File: src/rtl/expr_sweep_pkg.sv
// Shared types and constants for the expression self-test sweep.
package expr_sweep_pkg;

    typedef enum logic [2:0] {IDLE, SETTLE, SAMPLE, HOLD, DONE} state_t;

    localparam int          NUM_VECTORS = 16;
    localparam logic [15:0] GOLDEN_MAP  = 16'h4FFF;

endpackage

File: src/rtl/expr_golden.sv
// Combinational reference for Y = (ab)' + cd'.
module expr_golden (
    input  logic a,
    input  logic b,
    input  logic c,
    input  logic d,
    output logic y_ref
);

    assign y_ref = ~(a & b) | (c & ~d);

endmodule

File: src/rtl/expr_sweep_controller.sv
// Sweeps all 16 {a,b,c,d} vectors through the expression DUT and scores y_dut.
// Optional macro EXPR_SWEEP_STEP_MODE_EN: HOLD advances on a step rising edge.
module expr_sweep_controller
    import expr_sweep_pkg::*;
#(
    parameter int SETTLE_CYCLES = 2,
    parameter int HOLD_CYCLES   = 0
) (
    input  logic        clk,
    input  logic        rst,
    input  logic        start,
    output logic        a,
    output logic        b,
    output logic        c,
    output logic        d,
    input  logic        y_dut,
    output logic        busy,
    output logic        done,
    output logic        pass,
    output logic [4:0]  err_count,
    output logic [15:0] result_map,
    output logic [3:0]  vec_idx
`ifdef EXPR_SWEEP_STEP_MODE_EN
    ,
    input  logic        step
`endif
);

    localparam int MAX_CYC = (SETTLE_CYCLES > HOLD_CYCLES) ? SETTLE_CYCLES : HOLD_CYCLES;
    localparam int CNT_W   = (MAX_CYC < 2) ? 1 : $clog2(MAX_CYC);
`ifdef EXPR_SWEEP_STEP_MODE_EN
    localparam bit HOLD_EN = 1'b1;
`else
    localparam bit HOLD_EN = (HOLD_CYCLES > 0);
`endif

    state_t            state, state_n;
    logic [CNT_W-1:0]  cnt;
    logic              clr, smp, adv, cnt_inc, hold_end, last, y_ref;

    expr_golden u_golden (
        .a     (vec_idx[3]),
        .b     (vec_idx[2]),
        .c     (vec_idx[1]),
        .d     (vec_idx[0]),
        .y_ref (y_ref)
    );

    assign {a, b, c, d} = vec_idx;
    assign last = (vec_idx == 4'(NUM_VECTORS - 1));
    assign busy = (state == SETTLE) || (state == SAMPLE) || (state == HOLD);
    assign done = (state == DONE);
    assign pass = done && (err_count == 5'd0);

`ifdef EXPR_SWEEP_STEP_MODE_EN
    logic step_q;
    always_ff @(posedge clk) begin
        if (rst) step_q <= 1'b0;
        else     step_q <= step;
    end
    assign hold_end = step & ~step_q;
`else
    assign hold_end = (int'(cnt) == HOLD_CYCLES - 1);
`endif

    always_comb begin
        state_n = state;
        clr     = 1'b0;
        smp     = 1'b0;
        adv     = 1'b0;
        cnt_inc = 1'b0;
        case (state)
            IDLE, DONE: begin
                if (start) begin
                    state_n = SETTLE;
                    clr     = 1'b1;
                end
            end
            SETTLE: begin
                if (int'(cnt) == SETTLE_CYCLES - 1) state_n = SAMPLE;
                else                                cnt_inc = 1'b1;
            end
            SAMPLE: begin
                smp = 1'b1;
                if (HOLD_EN)   state_n = HOLD;
                else if (last) state_n = DONE;
                else begin
                    adv     = 1'b1;
                    state_n = SETTLE;
                end
            end
            HOLD: begin
                if (!hold_end) cnt_inc = 1'b1;
                else if (last) state_n = DONE;
                else begin
                    adv     = 1'b1;
                    state_n = SETTLE;
                end
            end
            default: state_n = IDLE;
        endcase
    end

    // The counter idles at zero so every SETTLE/HOLD phase starts fresh.
    always_ff @(posedge clk) begin
        if (rst) begin
            state      <= IDLE;
            cnt        <= '0;
            vec_idx    <= 4'd0;
            err_count  <= 5'd0;
            result_map <= 16'd0;
        end else begin
            state <= state_n;
            cnt   <= cnt_inc ? cnt + 1'b1 : '0;
            if (clr) begin
                vec_idx    <= 4'd0;
                err_count  <= 5'd0;
                result_map <= 16'd0;
            end else begin
                if (adv) vec_idx <= vec_idx + 4'd1;
                if (smp) begin
                    result_map[vec_idx] <= y_dut;
                    if (y_dut != y_ref) err_count <= err_count + 5'd1;
                end
            end
        end
    end

endmodule
File: config.mk
export PLATFORM = sky130hd
export DESIGN_NAME = expr_sweep_controller
export DESIGN_NICKNAME = d
export VERILOG_FILES = /design/src/rtl/expr_sweep_pkg.sv /design/src/rtl/expr_golden.sv /design/src/rtl/expr_sweep_controller.sv
export SDC_FILE = /design/constraint.sdc
export NUM_CORES = 1
export LEC_CHECK = 0
export CORE_UTILIZATION = 49
export DETAILED_ROUTE_END_ITERATION = 10
export PLACE_DENSITY_LB_ADDON = 0.25
export SYNTH_ARGS = -nofsm -noshare
export SYNTH_HDL_FRONTEND = slang
export SYNTH_HIERARCHICAL = 1
export SYNTH_SLANG_ARGS = --single-unit
export TNS_END_PERCENT = 5
File: constraint.sdc
create_clock -name clk -period 2.1 [get_ports clk]
set_input_delay 0.42 -clock clk [delete_from_list [all_inputs] [get_ports clk]]
set_output_delay 0.42 -clock clk [all_outputs]
set_load 0.05 [all_outputs]
==> results.cfg <==
[sta]
maxSlewViolCount = 0
tns_ns = 0
skew_ns = 0.00422
fin_crit_sh = 0.953
final_hold_viol_count = 0
fin_crit_ns = 2.00
rsz0062_at_grt = no
finalSetupViolations = 0
fmax_mhz = 499
slew_headroom = 0.580
max_slew.worst_pin.slew_ns = 0.629

[yosys]
synth_edf_count = 0
yosys.area.top_type = dfxtp_1
syn_inst = 168
synth_warnings = 6
synth_adder_area_share = 0.0492
synth_top_flop_cell = dfxtp_1
synthTopCellsByCount = 29 x dfxtp_1, 18 x nand3b_1, 16 x mux2i_1, 14 x nand2_1, 11 x nand3_1
synthArstFlopShare = 0
synth-compound-area-share = 0.0870
syn_area_mm2 = 0.00153
synth.avg_cell_area_um2 = 9.08
synth_xor_area_frac = 0.0115
synth_top_cell_area_share = 0.381
synth_mux_area_frac = 0.105
synth_cell_types = 32
syn_nets = 178
ys_ff_latch = 29
synthTopCellsByArea = dfxtp_1 38%, mux2i_1 11%, nand3b_1 8.9%
synth-simple-area-share = 0.284
yosys.cell_count.top_type = dfxtp_1
ys_seq_area_frac = 0.381
synth_top_family_by_area = simple AND/OR/NAND/NOR gates

[die]
dieWidth_um = 57.8
rows = 19
start_util = 0.535
die_area_mm2 = 0.00334
core_mm2 = 0.00285
fp.dieH_um = 57.8
io_pins = 36

[critical_path]
worstSetupPathType = flip-flop to output pin
slowest_stage = clkdlybuf4s50_1
cp.arrival_ns = 1.58
reg2reg_depth = 5
slowest_delay_ns = 0.83
crit_chain = clkdlybuf4s50_1
crit_path_max_fanout = 6
end_kind = output pin
crit_family = buffers and inverters
crit_cells = 1
ff2ff_setup_slack_ns = 0.37
cp.required_ns = 1.68
critPathLaunchType = flip-flop
cp_num_buf_inv = 1

[routing]
wl_um = 3360
dr.first_iter.drc_count = 59
first_pass_iters = 8
vias_per_cell = 5.64
drc = 2
wl_per_cell_um = 14.4
ant_nets = 0
vias = 1314

[flow_run]
maxCapViolations = 0

[power]
p_total_uw = 1030
power_density_mw_per_mm2 = 529
p_leak_uw = 0.000819
vdd_ir_drop_max_v = 0.000376

[clocking]
cts_hold_buf = 0
clkLatencyLatePin_ns = 0.33
tritoncts = done
cts_inserted_buffers = 5
clk_path_buf_depth = 2
path_clk_slew_ns = 0.09
cts_sinks = 29
root_buffer = clkbuf_4
htreeDepth = 2

[global_routing]
grt_antenna_before_repair = 0
grt_pass1_wl_um = 5730
grtUsageTotal = 0.227
grt_max_degree = 15
overflow = 0
grt_pass1_vias = 1256

[layout]
drive_gt1_frac = 0.144
nets = 211
syn_to_final_growth_pct = 27.2
diodes = 0

[outcome]
status = complete, but fails checks
violations = design-rule violations

[placed_design]
dp.final_hpwl_um = 2410
gp_congestion = 0.748
io_buffers = 35

[worst_hold_path]
hp-class = flip-flop to flip-flop
hold_depth = 1
## metrics by stage
step / setup WS [ns] / cells / cell area [um^2] / hold slack [ns] / utilization
floorplan: 0.0756 / 168 / 1530 / 0.413 / -
global placement: 0.115 / 225 / 1870 / 0.430 / 0.654
detailed placement: 0.0979 / 225 / 1870 / 0.440 / 0.654
CTS: 0.00571 / 233 / 1940 / 0.463 / 0.679
global route: 0.0489 / 233 / 1940 / 0.470 / 0.680
finish: 0.0979 / 233 / 1940 / 0.458 / 0.680
## state kept, by name (all words and copies together) (netlist names)
register,cells
vec_idx,4
result_map,16
state,3
err_count,5
cnt,1
## power breakdown
group	total (uW)	switching, uW	internal [uW]
Combinational	74.6	43.7	30.9
Clock	391	198	194
Sequential	560	6.59	553
## worst paths after layout
kind,startpoint,end
max,err_count[2],err_count[2]
min,cnt,cnt
max reg2reg,vec_idx[1],err_count[3]
min reg2reg,cnt,cnt
## routing by layer
layer	part of all wire	routed length, um	global-route usage	up-vias
li1	-	-	-	648
met1	0.46	1530	0.296	621
met2	0.47	1580	0.357	36
met3	0.048	160	0.0692	9
met4	0.026	88	0.0816	0
met5	0	0	0	-
## repair_timing
item	CTS	global route
endpoints found under the setup margin	0	2
gates resized for setup	0	2
setup buffers	0	0
## worst register-to-register path, delay by kind of cell, from the launching register on
family,cells,cell delay [ns]
simple gates,1,0.53
buf+inv,1,0.08
compound gates,2,0.37
xor+xnor,1,0.22
flops,1,0.47
## cells in the final DEF (no fill, tap or decap), types with 3 or more instances in the layout
| master | n |
|---|---|
| o21ai_0 | 4 |
| a21oi_1 | 9 |
| mux2i_1 | 16 |
| dfxtp_1 | 29 |
| nand3_1 | 11 |
| buf_4 | 13 |
| inv_1 | 8 |
| nand3b_1 | 18 |
| nand2_1 | 14 |
| clkdlybuf4s50_1 | 26 |
| and4bb_2 | 4 |
| o31ai_1 | 3 |
| nor2_1 | 9 |
| clkbuf_4 | 5 |
| or4_1 | 4 |
| ha_1 | 6 |
## cell type report
cell class / count / area, um^2
fill: 233 / 912
multi-input combinational: 115 / 818
sequential: 29 / 581
timing repair buffer: 42 / 403
clock buffer: 7 / 65.1
tap: 31 / 38.8
inverter: 8 / 30.0
clock inverter: 1 / 5.00
## cell families (layout without fill, tap and decap cells)
group,count (synthesis),count (layout)
xor gates and xnor gates,2,2
DFF,29,29
muxes,16,16
adders and majority gates,6,6
AOI/OAI and AO/OA,21,21
and+or+nand+nor,70,70
buffers and inverters,24,58
(Power assumes the default switching activity.)
